[config.mk]
export PLATFORM = sky130hd
export DESIGN_NAME = hbridge_pwm_gen
export DESIGN_NICKNAME = d
export VERILOG_FILES = /design/src/rtl/hbridge_pkg.sv /design/src/rtl/pwm_dead_time.sv /design/src/rtl/hbridge_pwm_gen.sv
export SDC_FILE = /design/constraint.sdc
export NUM_CORES = 1
export LEC_CHECK = 0
export ABC_CLOCK_PERIOD_IN_PS = 2900
export CAP_MARGIN = 20
export CORE_ASPECT_RATIO = 1.4
export CORE_MARGIN = 1
export CORE_UTILIZATION = 45
export CTS_CLUSTER_DIAMETER = 120
export DETAILED_ROUTE_END_ITERATION = 10
export PLACE_DENSITY = 0.76
export SKIP_CTS_REPAIR_TIMING = 1
export SYNTH_ARGS = -nofsm -noshare
export SYNTH_HDL_FRONTEND = slang
export SYNTH_HIERARCHICAL = 1
export SYNTH_SLANG_ARGS = --single-unit
[constraint.sdc]
create_clock -name clk -period 2.9 [get_ports clk]
set_input_delay 0.29 -clock clk [delete_from_list [all_inputs] [get_ports clk]]
set_output_delay 0.29 -clock clk [all_outputs]
set_load 0.05 [all_outputs]
[src/rtl/hbridge_pkg.sv]
// -----------------------------------------------------------------------------
// hbridge_pkg
// Shared definitions for the H-bridge PWM generator: the FSM state encoding,
// datapath widths and the duty clamp helper.
// -----------------------------------------------------------------------------
package hbridge_pkg;

    localparam int DUTY_W = 8;
    localparam int CNT_W  = 8;

    // The encoding is visible on the debug port, so the values are fixed here
    // rather than left to the synthesis tool.
    typedef enum logic [1:0] {
        ST_IDLE  = 2'b00,
        ST_RUN   = 2'b01,
        ST_FAULT = 2'b11
    } state_t;

    // Unsigned clamp of a requested duty against the configured ceiling.
    function automatic logic [DUTY_W-1:0] clamp_duty(
        input logic [DUTY_W-1:0] duty,
        input logic [DUTY_W-1:0] duty_max
    );
        return (duty > duty_max) ? duty_max : duty;
    endfunction

endpackage

[src/rtl/pwm_dead_time.sv]
// -----------------------------------------------------------------------------
// pwm_dead_time
// Turns one raw PWM level into a complementary gate pair with a both-off gap
// of DEAD_TIME clocks on every edge. Raw pulses shorter than the gap never
// reach the gate they target.
//
// Ports:
//   clk        system clock
//   rst        asynchronous, active-high reset
//   raw        uncompensated PWM level (1 = high side wanted)
//   force_off  drives both gates low on the next edge and restarts the gap
//   hi         high-side gate (registered)
//   lo         low-side gate (registered)
// -----------------------------------------------------------------------------
module pwm_dead_time #(
    parameter int DEAD_TIME = 8
) (
    input  logic clk,
    input  logic rst,
    input  logic raw,
    input  logic force_off,
    output logic hi,
    output logic lo
);

    localparam logic [7:0] DT = 8'(DEAD_TIME);

    logic [7:0] hi_cnt;
    logic [7:0] lo_cnt;
    logic       hi_next;
    logic       lo_next;

    // A gate may only turn on once its counter has seen DEAD_TIME earlier
    // consecutive clocks at the wanted level; the counters saturate there so
    // the gate then stays on for as long as raw holds. The low side is also
    // masked with the high-side request so the pair can never be 1/1, even
    // if the counters were ever corrupted.
    always_comb begin
        hi_next = !force_off && raw && (hi_cnt == DT);
        lo_next = !force_off && !raw && (lo_cnt == DT) && !hi_next;
    end

    // Gate registers and the two run-length counters. Any level change
    // clears the opposite counter, so the opposite gate drops on the very
    // next edge and the gap restarts from zero.
    always_ff @(posedge clk or posedge rst) begin
        if (rst) begin
            hi     <= 1'b0;
            lo     <= 1'b0;
            hi_cnt <= '0;
            lo_cnt <= '0;
        end else begin
            hi <= hi_next;
            lo <= lo_next;
            if (force_off) begin
                hi_cnt <= '0;
                lo_cnt <= '0;
            end else if (raw) begin
                lo_cnt <= '0;
                if (hi_cnt != DT) begin
                    hi_cnt <= hi_cnt + 8'd1;
                end
            end else begin
                hi_cnt <= '0;
                if (lo_cnt != DT) begin
                    lo_cnt <= lo_cnt + 8'd1;
                end
            end
        end
    end

endmodule

[src/rtl/hbridge_pwm_gen.sv]
// -----------------------------------------------------------------------------
// hbridge_pwm_gen
// PWM generator for one H-bridge leg. An 8-bit period counter, advanced every
// PRESCALE clocks, is compared with a double-buffered duty word. The result
// goes through a dead-time stage to give a complementary gate pair. A
// once-per-period sample trigger paces the ADC/PID loop.
//
// Ports:
//   clk           system clock
//   rst           asynchronous, active-high reset
//   en            run enable
//   fault         level-sensitive fault input (latched by the FSM)
//   duty_in       requested duty
//   duty_valid    load duty_in (clamped) into the pending register
//   pwm_hi        high-side gate
//   pwm_lo        low-side gate
//   period_start  1-clk pulse when a new period begins
//   sample_trig   1-clk pulse when the counter reaches SAMPLE_POINT
//   active_duty   duty in use for the current period
//   test_state    FSM state for debug
// -----------------------------------------------------------------------------
module hbridge_pwm_gen
    import hbridge_pkg::*;
#(
    parameter int         PRESCALE     = 1,
    parameter int         DEAD_TIME    = 8,
    parameter logic [7:0] DUTY_MAX     = 8'd242,
    parameter logic [7:0] SAMPLE_POINT = 8'd128
) (
    input  logic              clk,
    input  logic              rst,
    input  logic              en,
    input  logic              fault,
    input  logic [DUTY_W-1:0] duty_in,
    input  logic              duty_valid,
    output logic              pwm_hi,
    output logic              pwm_lo,
    output logic              period_start,
    output logic              sample_trig,
    output logic [DUTY_W-1:0] active_duty,
    output logic [1:0]        test_state
);

    // Parameter sanity: the gap must fit in the 8-bit dead counters and be
    // shorter than one full PWM period.
    if (PRESCALE < 1 || DEAD_TIME < 1 || DEAD_TIME > 255 ||
        DEAD_TIME >= 256 * PRESCALE) begin : g_param_check
        $error("hbridge_pwm_gen: illegal PRESCALE/DEAD_TIME combination");
    end

    localparam int PS_W = (PRESCALE > 1) ? $clog2(PRESCALE) : 1;
    localparam logic [PS_W-1:0] PS_LAST = PS_W'(PRESCALE - 1);

    state_t            state;
    logic [CNT_W-1:0]  cnt;
    logic [CNT_W-1:0]  cnt_next;
    logic [PS_W-1:0]   prescaler;
    logic [DUTY_W-1:0] pending;
    logic              tick;
    logic              raw;
    logic              force_off;

    // Tick and raw comparator. Gates are forced off in the same cycle that
    // the FSM decides to leave RUN, so they are already low on the edge that
    // changes the state.
    always_comb begin
        tick      = (prescaler == PS_LAST);
        cnt_next  = cnt + CNT_W'(1);
        raw       = (state == ST_RUN) && (cnt < active_duty);
        force_off = (state != ST_RUN) || fault || !en;
    end

    // Pending duty buffer, written in every state. It is only copied into
    // active_duty at a period boundary, which is what keeps a period from
    // changing duty halfway through.
    always_ff @(posedge clk or posedge rst) begin
        if (rst) begin
            pending <= '0;
        end else if (duty_valid) begin
            pending <= clamp_duty(duty_in, DUTY_MAX);
        end
    end

    // Main FSM with the prescaler, period counter and the two pulse outputs.
    // The counters are held at zero outside RUN, so every entry into RUN
    // starts a fresh period at cnt=0.
    always_ff @(posedge clk or posedge rst) begin
        if (rst) begin
            state        <= ST_IDLE;
            cnt          <= '0;
            prescaler    <= '0;
            active_duty  <= '0;
            period_start <= 1'b0;
            sample_trig  <= 1'b0;
        end else begin
            period_start <= 1'b0;
            sample_trig  <= 1'b0;
            case (state)
                ST_IDLE: begin
                    cnt       <= '0;
                    prescaler <= '0;
                    if (en && !fault) begin
                        state        <= ST_RUN;
                        active_duty  <= pending;
                        period_start <= 1'b1;
                    end
                end
                ST_RUN: begin
                    if (fault) begin
                        state     <= ST_FAULT;
                        cnt       <= '0;
                        prescaler <= '0;
                    end else if (!en) begin
                        state     <= ST_IDLE;
                        cnt       <= '0;
                        prescaler <= '0;
                    end else if (tick) begin
                        prescaler <= '0;
                        cnt       <= cnt_next;
                        if (cnt == {CNT_W{1'b1}}) begin
                            active_duty  <= pending;
                            period_start <= 1'b1;
                        end
                        if (cnt_next == SAMPLE_POINT) begin
                            sample_trig <= 1'b1;
                        end
                    end else begin
                        prescaler <= prescaler + PS_W'(1);
                    end
                end
                ST_FAULT: begin
                    cnt       <= '0;
                    prescaler <= '0;
                    if (!fault && !en) begin
                        state <= ST_IDLE;
                    end
                end
                default: begin
                    state     <= ST_IDLE;
                    cnt       <= '0;
                    prescaler <= '0;
                end
            endcase
        end
    end

    assign test_state = state;

    pwm_dead_time #(
        .DEAD_TIME (DEAD_TIME)
    ) u_dead_time (
        .clk       (clk),
        .rst       (rst),
        .raw       (raw),
        .force_off (force_off),
        .hi        (pwm_hi),
        .lo        (pwm_lo)
    );

endmodule

Yosys cells after proc, flatten, opt, wreduce, memory -nomap -nowiden
Index checks and enable logic that the tools add are counted. Widths: inputs -> output; s select.

Register bits: 47. Latch bits: 0. Bits in writable memories: 0. ROM bits: 0. Input port bits: 13. Output and inout bits: 14. Word-level logic and storage cells: 92. Memories kept: 0.

Add/sub/neg operators: 4. Multipliers: 0. Divide/modulo/power cells: 0. Order comparisons: 2. Eq/ne operators: 18. Shifts and indexed selects: 0. Mux-type cells: 37. Bitwise gates (word level): 0. Reductions and logical operators: 20.

Operators by type and width (number): $mux 8 (16); $add 8x1->8 const B (3); $eq 8x4->1 const B (2); $eq 8x8->1 const B (2); $ne 8x4->1 const B (2); $pmux 8 s2 (1); $mux 1 (14); $ne 2x2->1 const B (5); $gt 8x8->1 const B (1); $logic_and 1x1->1 (8); $lt 8x8->1 (1); $mux 2 (4); $ne 3x3->1 const B (2); $pmux 2 s3 (1); $reduce_and 6->1 (1); $logic_not 1->1 (5); $ne 2x1->1 const B (2); $ne 4x4->1 const B (1); $reduce_and 3->1 (1); $reduce_bool 3->1 (1); $eq 2x1->1 const B (1); $eq 2x2->1 const B (1); $logic_not 2->1 (1); $logic_or 1x1->1 (2); other kinds (3) (3).

Longest topological paths before layout
Gate-level depths: netlist (run 1).

Word-level depth: 8. Mapped depth: 9. Gate-level depth less buffers: 8.

Hierarchy
Netlist (run 1), hierarchy kept.

By module, submodules not included: hbridge_pwm_gen (times used 1, cells each 163, area an instance 1575.3 um^2, seq. area each 700.7 um^2); pwm_dead_time (times used 1, cells each 99, area an instance 935.9 um^2, seq. area each 450.4 um^2).

Worst setup path after synthesis (run 1)
OpenSTA, ideal clock, no wires.

Kind: register to register. From: register active_duty[7]. To: register u_dead_time.lo_cnt[7]. Setup time: 77 ps. Arrival: 2153 ps. Required time: 2823 ps. Setup slack: 669 ps. Stages on the path, launching flop included: 10. Path buffers: 1. Period minus slack after synthesis: 2231 ps. Path through: dfrtp_1 -> inv_1 -> ha_1 -> nand2_1 -> nor4_1 -> a21oi_1 -> or2_2 -> clkbuf_1 -> o21bai_1 -> a21oi_1.

Longest elaborated chain between the ends: 4. Elaborated cells between the ends (all ways): 5. Classes of those cells: order compare: 1; mux: 2; reduce/logical: 2.

RTL lines: start, declared (RTL line hbridge_pwm_gen.sv:40) `output logic [DUTY_W-1:0] active_duty,`; start signal, assigned (RTL line hbridge_pwm_gen.sv:104) `active_duty <= pending;`; start signal, assigned (RTL line hbridge_pwm_gen.sv:121) `active_duty <= pending;`; $lt 8x8->1 * (RTL line hbridge_pwm_gen.sv:69) `raw = (state == ST_RUN) && (cnt < active_duty);`; $logic_and 1x1->1 * (RTL line hbridge_pwm_gen.sv:69); named net raw (RTL line hbridge_pwm_gen.sv:60) `logic raw;`; $mux 8 (RTL line pwm_dead_time.sv:58) `end else if (raw) begin`; $mux 8 (RTL line pwm_dead_time.sv:55) `if (force_off) begin`; end signal, assigned (RTL line pwm_dead_time.sv:66) `lo_cnt <= lo_cnt + 8'd1;`; end, declared (RTL line pwm_dead_time.sv:29) `logic [7:0] lo_cnt;`.

Mark *: on every way through the listed nets, which the timed path passes. The rest lies on a longest branch. A chain may end at the register's enable or synchronous reset.

Final worst setup path (run 1)
From: register cnt[7]. To: register u_dead_time.lo_cnt[7].

Longest elaborated chain between the ends: 4. Elaborated cells between the ends (all ways): 5. Classes of those cells: order compare: 1; mux: 2; reduce/logical: 2.

RTL lines: start, declared (RTL line hbridge_pwm_gen.sv:55) `logic [CNT_W-1:0] cnt;`; start signal, assigned (RTL line hbridge_pwm_gen.sv:119) `cnt <= cnt_next;`; $lt 8x8->1 * (RTL line hbridge_pwm_gen.sv:69); $logic_and 1x1->1 * (RTL line hbridge_pwm_gen.sv:69); named net raw (RTL line hbridge_pwm_gen.sv:60); $mux 8 (RTL line pwm_dead_time.sv:58); $mux 8 (RTL line pwm_dead_time.sv:55).

Marked as above.

==> results of run 1 <==
[worst min path at each step]
stage	end	slack, ns	cells after the start
after global placement	pending[7]	0.52	1
after detailed placement	pending[7]	0.53	1
after floorplan	u_dead_time/hi	0.23	1
after global routing	cnt[1]	0.43	3
after CTS	cnt[1]	0.39	3
final	cnt[7]	0.38	3
[placed cells by master, fill, tap and decap left out, types with 3 or more instances in the layout]
cell type,n
a21oi_1,15
and3_1,3
buf_4,4
clkbuf_8,6
clkdlybuf4s50_1,26
dfrtp_1,46
ha_1,12
inv_1,17
mux2_2,4
nand2_1,13
nand2b_1,11
nand3_1,16
nand3b_1,8
nand4_1,19
nor2_1,12
nor2b_1,3
nor3_1,5
nor3b_1,3
o211ai_1,10
o21ai_0,13
or3_1,8
xor2_1,7
[cell families after synthesis]
logic type      share of synthesized area [%]
compound gates                           12.4
xor+xnor                                 2.79
fa+ha+maj                                5.98
buf+inv                                  4.63
flops                                    45.8
mux                                      1.79
simple gates                             26.6
[cells in the mapped netlist (2+ instances only)]
master,instances
nand2_1,13
mux2_2,4
nand4_1,19
clkbuf_1,9
nand3_1,16
nor3_1,5
xor2_1,7
nand3b_1,8
nor4_1,2
dfrtp_1,46
o21ai_0,13
ha_1,12
a21oi_1,15
buf_2,3
and3_1,3
o21bai_1,2
nor2_1,12
o211ai_1,10
nand2b_1,11
inv_1,17
or3_1,8
nor3b_1,3
nor2b_1,3
[state kept, by name, summed over array words and instances, names as in the netlist]
signal	flops
u_dead_time/lo_cnt	8
u_dead_time/hi_cnt	8
sample_trig	1
u_dead_time/hi	1
u_dead_time/lo	1
pending	8
cnt	8
period_start	1
test_state	2
active_duty	8
[power by group]
group | internal, W | switching, W
combinational | 0.000118 | 0.000185
sequential | 0.000678 | 0.0000405
clock | 0.000368 | 0.000217
[worst max-delay path, delay by kind of cell (launching register included)]
| kind | cells | cell delay, ns |
|---|---|---|
| AOI/OAI and AO/OA | 3 | 0.50 |
| and+or+nand+nor | 3 | 0.73 |
| adders and majority gates | 1 | 0.32 |
| DFF | 1 | 0.44 |
[metrics by stage]
stage          cells  utilization (%)  hold slack [ns]  cell area (µm²)
2_1_floorplan    262                -            0.229             2510
3_3_place_gp     345             53.7            0.520             2830
3_5_place_dp     345             53.7            0.525             2830
4_1_cts          353             56.4            0.391             2970
5_1_grt          353             56.4            0.433             2970
6_report         353             56.4            0.381             2970
[layer usage]
metal  share of wire (%)  vias to the layer above  global-route usage, %
met4                 1.5                        0                   6.52
met2                  53                       41                   34.0
met3                 3.2                        6                   4.04
met5                   0                        -                      0
li1                    -                      997                      -
met1                  42                      994                   22.4
[cell type report]
class | instances | area, µm² | area share, %
Sequential cell | 46 | 1150 | 38.7
Timing Repair Buffer | 30 | 290 | 9.76
Inverter | 17 | 63.8 | 2.15
Tap cell | 66 | 82.6 | 2.78
Clock inverter | 2 | 60.1 | 2.02
Clock buffer | 6 | 82.6 | 2.78
Multi-Input combinational cell | 186 | 1240 | 41.8
==> metrics, run 1 <==
outcome finished clean; share of cells above drive strength 1 roughly 7.7%; Filler cells between 400 and 500; via count of the first global-routing pass roughly 2,000; DIE HEIGHT about 90 µm; Max-Cap Viols 0; diodes inserted 0; Netlist cell types 44; Root Driver clkbuf_8; dpl ws approximately 0.66 ns; worst setup path start cnt[7]; Post-synth EDFFs 0; I/O Pins 27; Initial Util 47.6%; CP required 3.13 ns; peak per-stage delay on the critical path between 0.4 and 0.5 ns; Routed WL per cell between 10 and 15 µm; most used cell, CP a21oi_1; Clock transition at path regs roughly 0.090 ns; ys flop type dfrtp_1; critical path, cell by cell ha_1 > nand2_1 > nor4_1 > a21oi_1 > or2_2 > o21bai_1 > a21oi_1; global-route wire length before repair a little under 9 mm; CTS Buf Count 5; CTS tree done; Cell Pwr Density 540 nW/µm²; DRT iter0 DRCs around 120; Crit. End Element flip-flop; r2r setup slk 0.84 ns; Async SR Flop Fraction 100%; site row count 31; largest area contributor in the netlist dfrtp_1; post-route clock skew approximately 0.010 ns; Worst-Margin Slew slightly below 0.7 ns; hpwl dp 3.74 mm; Synthesized Nets 287; min Tclk post-route just over 2 ns; worst reg2reg path depth 7; Hold Path Class primary input to asynchronous set/reset pin; H-tree levels 2; number of nets with antenna violations after routing 0; die width between 60 and 70 µm; largest net degree at the start of global routing 29; synth top area cells dfrtp_1 46%, ha_1 6.0%, nand4_1 4.7%; CP Max Fanout 8; remaining global-route overflow 0; syn avg cell area ~9.6 µm²; Setup crit end u_dead_time/lo_cnt[7]; Placer Congestion 0.827; residual DRC count 0; Global Route Usage Sum between 10% and 20%; Final period util between 70% and 80%; # setup viols final 0; FMAX slightly below 500 MHz; antenna violations before repair 0; final-stage net count between 300 and 400; core footprint roughly 5300 µm²; mapped cell area roughly 2500 µm²; Yosys top cell area share a little under half; clock buffer depth 2; Clock Sinks 46; CP Class flip-flop to flip-flop; Fin. Hold Viols 0; Final Max Tran Viols 0; Die Area approximately 5900 µm²; warnings from Yosys 6; Gate Count Post-Synth roughly 260; Area Overhead vs Synth 18.4%; Final TNS setup 0 ns; Final Worst Setup Slack between 0.8 and 0.9 ns; crit path DAT 2.29 ns; worst vdd ir slightly above 0.3 mV; vias 2,038; Yosys reg bits between 40 and 50; Routed WL roughly 5 mm; Design Power 0.00161 W; Clk Latency, worst-skew pair around 0.30 ns; worst r2r src cnt[7]; register area share after synthesis around 46%; critical path's slowest cell dfrtp_1; drt pass-1 iters 6; Worst setup SP type flip-flop; Via density slightly below 6; IO buf count 26; Slew Limit Headroom 53.9%; leakage dissipation around 1.3 nW; reg2reg end u_dead_time/lo_cnt[7]; unrepaired setup endpoints after global routing false
No activity file was read; power rests on OpenSTA's default activity.
==> run 2, diff against run 1 <==
ABC_CLOCK_PERIOD_IN_PS = 1850   (was 2900)
PLACE_DENSITY = 0.78   (was 0.76)
clock period = 1.85 ns   (was 2.9 ns; I/O delays follow)
==> run 2 against run 1 <==
  * First-iteration DRC count down 25%
  * Cell count up 5.4%
  * Non-clock buffer count up 19
  * Sequential share of layout area down 2.3 points
  * Clock power up 3.8%
  * Core utilization up 4.1 points
  * Critical endpoint is now u_dead_time/lo_cnt[6]
  * Total power up 43%
  * Largest cell class unchanged
==> metrics, run 2 (synthesis results as in run 1) <==
combinational fraction of design power 24.4% (+5.5 points); worst vdd ir 0.493 mV (+60%); share of cells above drive strength 1 21.9% (+14 points); die width 65.1 µm (unchanged); placed inst area 3010 µm² (+6.3%); CP Class flip-flop to flip-flop; leakage dissipation 1.35 nW (+6.8%); Placer Congestion 0.863 (+4.5%); residual DRC count 0 (unchanged); DIE HEIGHT 90.4 µm (unchanged); design area 3190 µm² (+7.3%); DRT iter0 DRCs 89 (-25%); net switching power 0.000723 W (+63%); final-stage net count 330 (+6.1%); Initial Util 47.6% (unchanged); WP buf/inv 2 (+2); FMAX 554 MHz (+14%); core footprint 5280 µm² (unchanged); worst reg2reg path depth 8 (+1); Cell Pwr Density 719 nW/µm² (+33%); global-route wire length before repair 9.36 mm (+4.6%); Final period util 97.5% (+27 points); Crit. End Element flip-flop; IO buf count 26 (unchanged); diodes inserted 0 (unchanged); Max-Cap Viols 0 (unchanged); CP Max Fanout 5 (-3); post-route clock skew 0.0109 ns (+0.000587 ns); outcome finished clean; critical path, cell by cell inv_2 > ha_4 > nand2_4 > nor4_4 > a21oi_2 > or2_4 > buf_4 > a21oi_1; Routed WL per cell 14.6 µm (+1.4%); Int Pwr 0.00157 W (+35%); critical path's slowest cell dfrtp_2; remaining global-route overflow 0 (unchanged); vias 2,092 (+2.6%); Routed WL 5.43 mm (+6.8%); worst r2r src active_duty[6]; clock buffer depth 2 (unchanged); Root Driver clkbuf_8; Fin. Hold Viols 0 (unchanged); unrepaired setup endpoints after global routing true; largest net degree at the start of global routing 29 (unchanged); CTS Buf Count 5 (unchanged); critical path's top delay family simple AND/OR/NAND/NOR gates; CTS tree done; CP required 2.07 ns (-1.06 ns); # setup viols final 0 (unchanged); via count of the first global-routing pass 2,103 (+2.7%); Worst-Margin Slew 0.673 ns (-0.0178 ns); reg2reg end u_dead_time/lo_cnt[6]; site row count 31 (unchanged); Clock transition at path regs 0.09 ns (about the same); Via density 5.62 (-2.6%); Slew Limit Headroom 55.1% (+1.2 points); I/O Pins 27 (unchanged); antenna violations before repair 0 (unchanged); cell depth of the worst setup path 8 (+1); Clk Latency, worst-skew pair 0.30 ns (about the same); Worst setup SP type flip-flop; min Tclk post-route 1.80 ns (-0.255 ns); Clock Sinks 46 (unchanged); sequential share of power 49.2% (+4.5 points); crit path DAT 2.03 ns (-0.26 ns); Hold Path Class primary input to asynchronous set/reset pin; Area Overhead vs Synth 27.1%; most common cell after layout, fill and taps aside dfrtp_1; Final Max Tran Viols 0 (unchanged); Global Route Usage Sum 20.4% (+1.2 points); peak per-stage delay on the critical path 0.40 ns (-0.04 ns); switch share 31.5% (+4.0 points); post-route worst hold slack 0.286 ns (-0.0957 ns); hpwl dp 3.94 mm (+5.4%); Die Area 5890 µm² (unchanged); number of nets with antenna violations after routing 0 (unchanged); Clock power frac 26.5% (-9.9 points); commonest cells after routing, fill and taps aside 38 x dfrtp_1, 25 x clkdlybuf4s50_1, 22 x buf_4; H-tree levels 2 (unchanged); drt pass-1 iters 4 (-2); r2r setup slk 0.05 ns (-0.80 ns)
run 2: cell count changes in the layout (fill, tap and decap cells not counted), moves of 2 or more:
| cell | delta |
|---|---|
| inv_2 | +5 |
| buf_12 | +2 |
| dfrtp_1 | -8 |
| buf_4 | +18 |
| bufinv_16 | -2 |
| ha_1 | -3 |
| ha_4 | +3 |
| dfrtp_2 | +8 |
| a21oi_2 | +3 |
| nand2_1 | -2 |
| a21oi_1 | -3 |
| inv_1 | -5 |
run 2: layout make-up:
| cell class | instances | area, µm² |
|---|---|---|
| Sequential cell | 46 | 1160 |
| Tap cell | 66 | 82.6 |
| Clock buffer | 6 | 72.6 |
| Clock inverter | 2 | 13.8 |
| Fill cell | 445 | 2080 |
| Timing Repair Buffer | 49 | 455 |
| Multi-Input combinational cell | 186 | 1340 |
| Inverter | 17 | 63.8 |
run 2: routing by layer:
layer	global-route usage, %	routed length [µm]	up-vias
met5	0	0	-
met4	7.25	109	0
met3	4.29	168	7
met2	36.3	2930	31
met1	23.4	2220	1021
li1	-	-	1033
run 2: worst max path at each step:
stage | startpoint | endpoint | slack, ns
after floorplan | active_duty[5] | u_dead_time/lo_cnt[7] | -0.12
after global placement | cnt[7] | u_dead_time/lo_cnt[7] | 0.07
after detailed placement | cnt[7] | u_dead_time/lo_cnt[7] | 0.02
after CTS | active_duty[6] | u_dead_time/lo_cnt[7] | -0.0009
after global routing | active_duty[6] | u_dead_time/lo_cnt[4] | -0.02
final | active_duty[6] | u_dead_time/lo_cnt[6] | 0.05
run 2: worst reg2reg max path: cells and delay by family (launching register included):
kind                       cells  cell delay (ns)
buffers and inverters          2             0.21
DFF                            1             0.40
adders and majority gates      1             0.27
and+or+nand+nor                3             0.61
AOI/OAI and AO/OA              2             0.23
run 2: power by group through the flow:
| stage | logic (W) | clock network, W | registers (W) |
|---|---|---|---|
| after global routing | 0.000604 | 0.000667 | 0.00114 |
| after global placement | 0.000514 | 0 | 0.00115 |
| after CTS | 0.000528 | 0.000618 | 0.00113 |
| final | 0.000559 | 0.000607 | 0.00113 |
| after detailed placement | 0.000523 | 0 | 0.00115 |
| after floorplan | 0.000211 | 0 | 0.00127 |
run 2: stage by stage:
stage               std cells  worst slack (ns)  util, %  setup TNS, ns  power (W)
detailed placement        359            0.0204     57.1              0    0.00167
floorplan                 262            -0.121        -         -0.267    0.00148
global placement          359            0.0655     57.1              0    0.00166
CTS                       367         -0.000881     58.7      -0.000881    0.00228
finish                    372            0.0462     60.5              0    0.00229
global route              372           -0.0236     60.5        -0.0422    0.00241
==> run 3, diff against run 2 <==
MAX_ROUTING_LAYER = met4   (was not set)
RECOVER_POWER = 100   (was not set)
==> run 3 against run 2 <==
  * Worst hold slack improved by 0.16 ns
  * Clock power barely moved
  * Clock skew about the same
  * First-iteration DRC count is 10% lower
  * Critical path depth did not move
  * Cell area decreased by 1.4%
  * Die area unchanged
  * Combinational power decreased by 2%
  * Wire length barely moved
  * Cell count unchanged
==> metrics, run 3 (synthesis results as in run 1) <==
remaining global-route overflow 0 (unchanged); Initial Util 47.6% (unchanged); number of nets with antenna violations after routing 0 (unchanged); Worst setup SP type flip-flop; outcome finished clean; site row count 31 (unchanged); Global Route Usage Sum 20.9% (+0.57 points); via count of the first global-routing pass 2,102 (-0.048%); worst setup path start active_duty[6]; Max-Cap Viols 0 (unchanged); I/O Pins 27 (unchanged); diodes inserted 0 (unchanged); largest net degree at the start of global routing 29 (unchanged); # setup viols final 0 (unchanged); FMAX 554 MHz (about the same); IO buf count 26 (unchanged); H-tree levels 2 (unchanged); worst r2r src active_duty[6]; Worst-Margin Slew 0.727 ns (+0.0544 ns); post-route clock skew 0.0109 ns (+0.00000250 ns); DIE HEIGHT 90.4 µm (unchanged); global-route wire length before repair 9.36 mm (unchanged); Hold Path Class primary input to asynchronous set/reset pin; core footprint 5280 µm² (unchanged); share of cells above drive strength 1 19.6% (-2.3 points); min Tclk post-route 1.81 ns (+0.00167 ns); drt pass-1 iters 4 (unchanged); Die Area 5890 µm² (unchanged); Layout Cells excl Fill 372 (unchanged); Placer Congestion 0.877 (+1.6%); Clk Latency, worst-skew pair 0.30 ns (about the same); leakage dissipation 1.33 nW (-0.99%); Root Driver clkbuf_8; Crit. End Element flip-flop; antenna violations before repair 0 (unchanged); post-route worst hold slack 0.445 ns (+0.159 ns); die width 65.1 µm (unchanged); Clock Sinks 46 (unchanged); crit path DAT 2.03 ns (about the same); Via density 5.62 (about the same); DRT iter0 DRCs 80 (-10%); Routed WL 5.44 mm (about the same); clock buffer depth 2 (unchanged); Fin. Hold Viols 0 (unchanged); Clock transition at path regs 0.09 ns (about the same); commonest cells after routing, fill and taps aside 38 x dfrtp_1, 19 x nand4_1, 18 x clkdlybuf4s50_1; critical path, cell by cell inv_2 > ha_4 > nand2_4 > nor4_4 > a21oi_2 > or2_4 > buf_4 > a21oi_1; Routed WL per cell 14.6 µm (about the same); final-stage net count 330 (unchanged); most common cell after layout, fill and taps aside dfrtp_1; Final Max Tran Viols 0 (unchanged); Setup crit end u_dead_time/lo_cnt[6]; residual DRC count 0 (unchanged); Cell Pwr Density 724 nW/µm² (+0.69%); r2r setup slk 0.04 ns (about the same); Area Overhead vs Synth 25.3%; Final period util 97.6% (about the same); CP required 2.07 ns (about the same); CTS Buf Count 5 (unchanged); peak per-stage delay on the critical path 0.40 ns (about the same); CTS tree done; unrepaired setup endpoints after global routing true; Slew Limit Headroom 51.5% (-3.6 points); reg2reg end u_dead_time/lo_cnt[6]; Placed Cells incl. Taps 359 (unchanged); vias 2,091 (-0.048%); CP Max Fanout 5 (unchanged); worst reg2reg path depth 8 (unchanged); hpwl dp 3.94 mm (unchanged); worst vdd ir 0.494 mV (+0.14%); CP Class flip-flop to flip-flop; critical path's slowest cell dfrtp_2
[run 3: cell count changes in the layout (fill, tap and decap cells not counted), moves of 5 or more]
| cell | before | now |
|---|---|---|
| buf_4 | 22 | 17 |
| clkdlybuf4s50_1 | 25 | 18 |
| clkbuf_1 | 1 | 6 |
| dlygate4sd3_1 | 0 | 7 |
[run 3: worst max-delay path, delay by kind of cell (launching register included)]
family / cells / cell delay (ns)
buffers and inverters: 2 / 0.21
AO/OA/AOI/OAI: 2 / 0.23
AND/OR/NAND/NOR: 3 / 0.61
flip-flops: 1 / 0.40
adder cells (fa/ha/maj): 1 / 0.27
[run 3: worst min path at each step]
stage,end,cells past startpoint
finish,u_dead_time/lo_cnt[0],2
global route,pending[1],3
CTS,cnt[3],3
detailed placement,pending[7],1
global placement,pending[7],1
floorplan,u_dead_time/hi,1
[run 3: layout make-up]
| class | instances | area (µm²) |
|---|---|---|
| Fill cell | 451 | 2130 |
| Clock inverter | 2 | 13.8 |
| Tap cell | 66 | 82.6 |
| Sequential cell | 46 | 1160 |
| Multi-Input combinational cell | 186 | 1330 |
| Clock buffer | 6 | 72.6 |
| Timing Repair Buffer | 49 | 422 |
| Inverter | 17 | 63.8 |
[run 3: per-layer routing]
metal  GRT usage, %  routed length (µm)  up-vias
li1               -                   -     1030
met1           23.8                2280     1026
met2           36.3                2930       28
met3           3.66                 114        7
met4           7.25                 109        0
met5              -                   0        -
[run 3: power by group]
part / internal [W] / switching, W / total (W)
clock network: 0.000267 / 0.000339 / 0.000607
registers: 0.00107 / 0.0000573 / 0.00113
logic: 0.000222 / 0.000324 / 0.000546
total: 0.00156 / 0.000720 / 0.00228
[run 3: per-stage QoR]
stage          instance area [µm²]  util, %  setup slack [ns]  power (W)   TNS [ns]
3_5_place_dp                  3010     57.1            0.0204    0.00167          0
5_1_grt                       3150     59.7           -0.0236    0.00239    -0.0422
2_1_floorplan                 2580        -            -0.121    0.00148     -0.267
6_report                      3150     59.7            0.0445    0.00228          0
4_1_cts                       3100     58.7         -0.000881    0.00228  -0.000881
3_3_place_gp                  3010     57.1            0.0655    0.00166          0
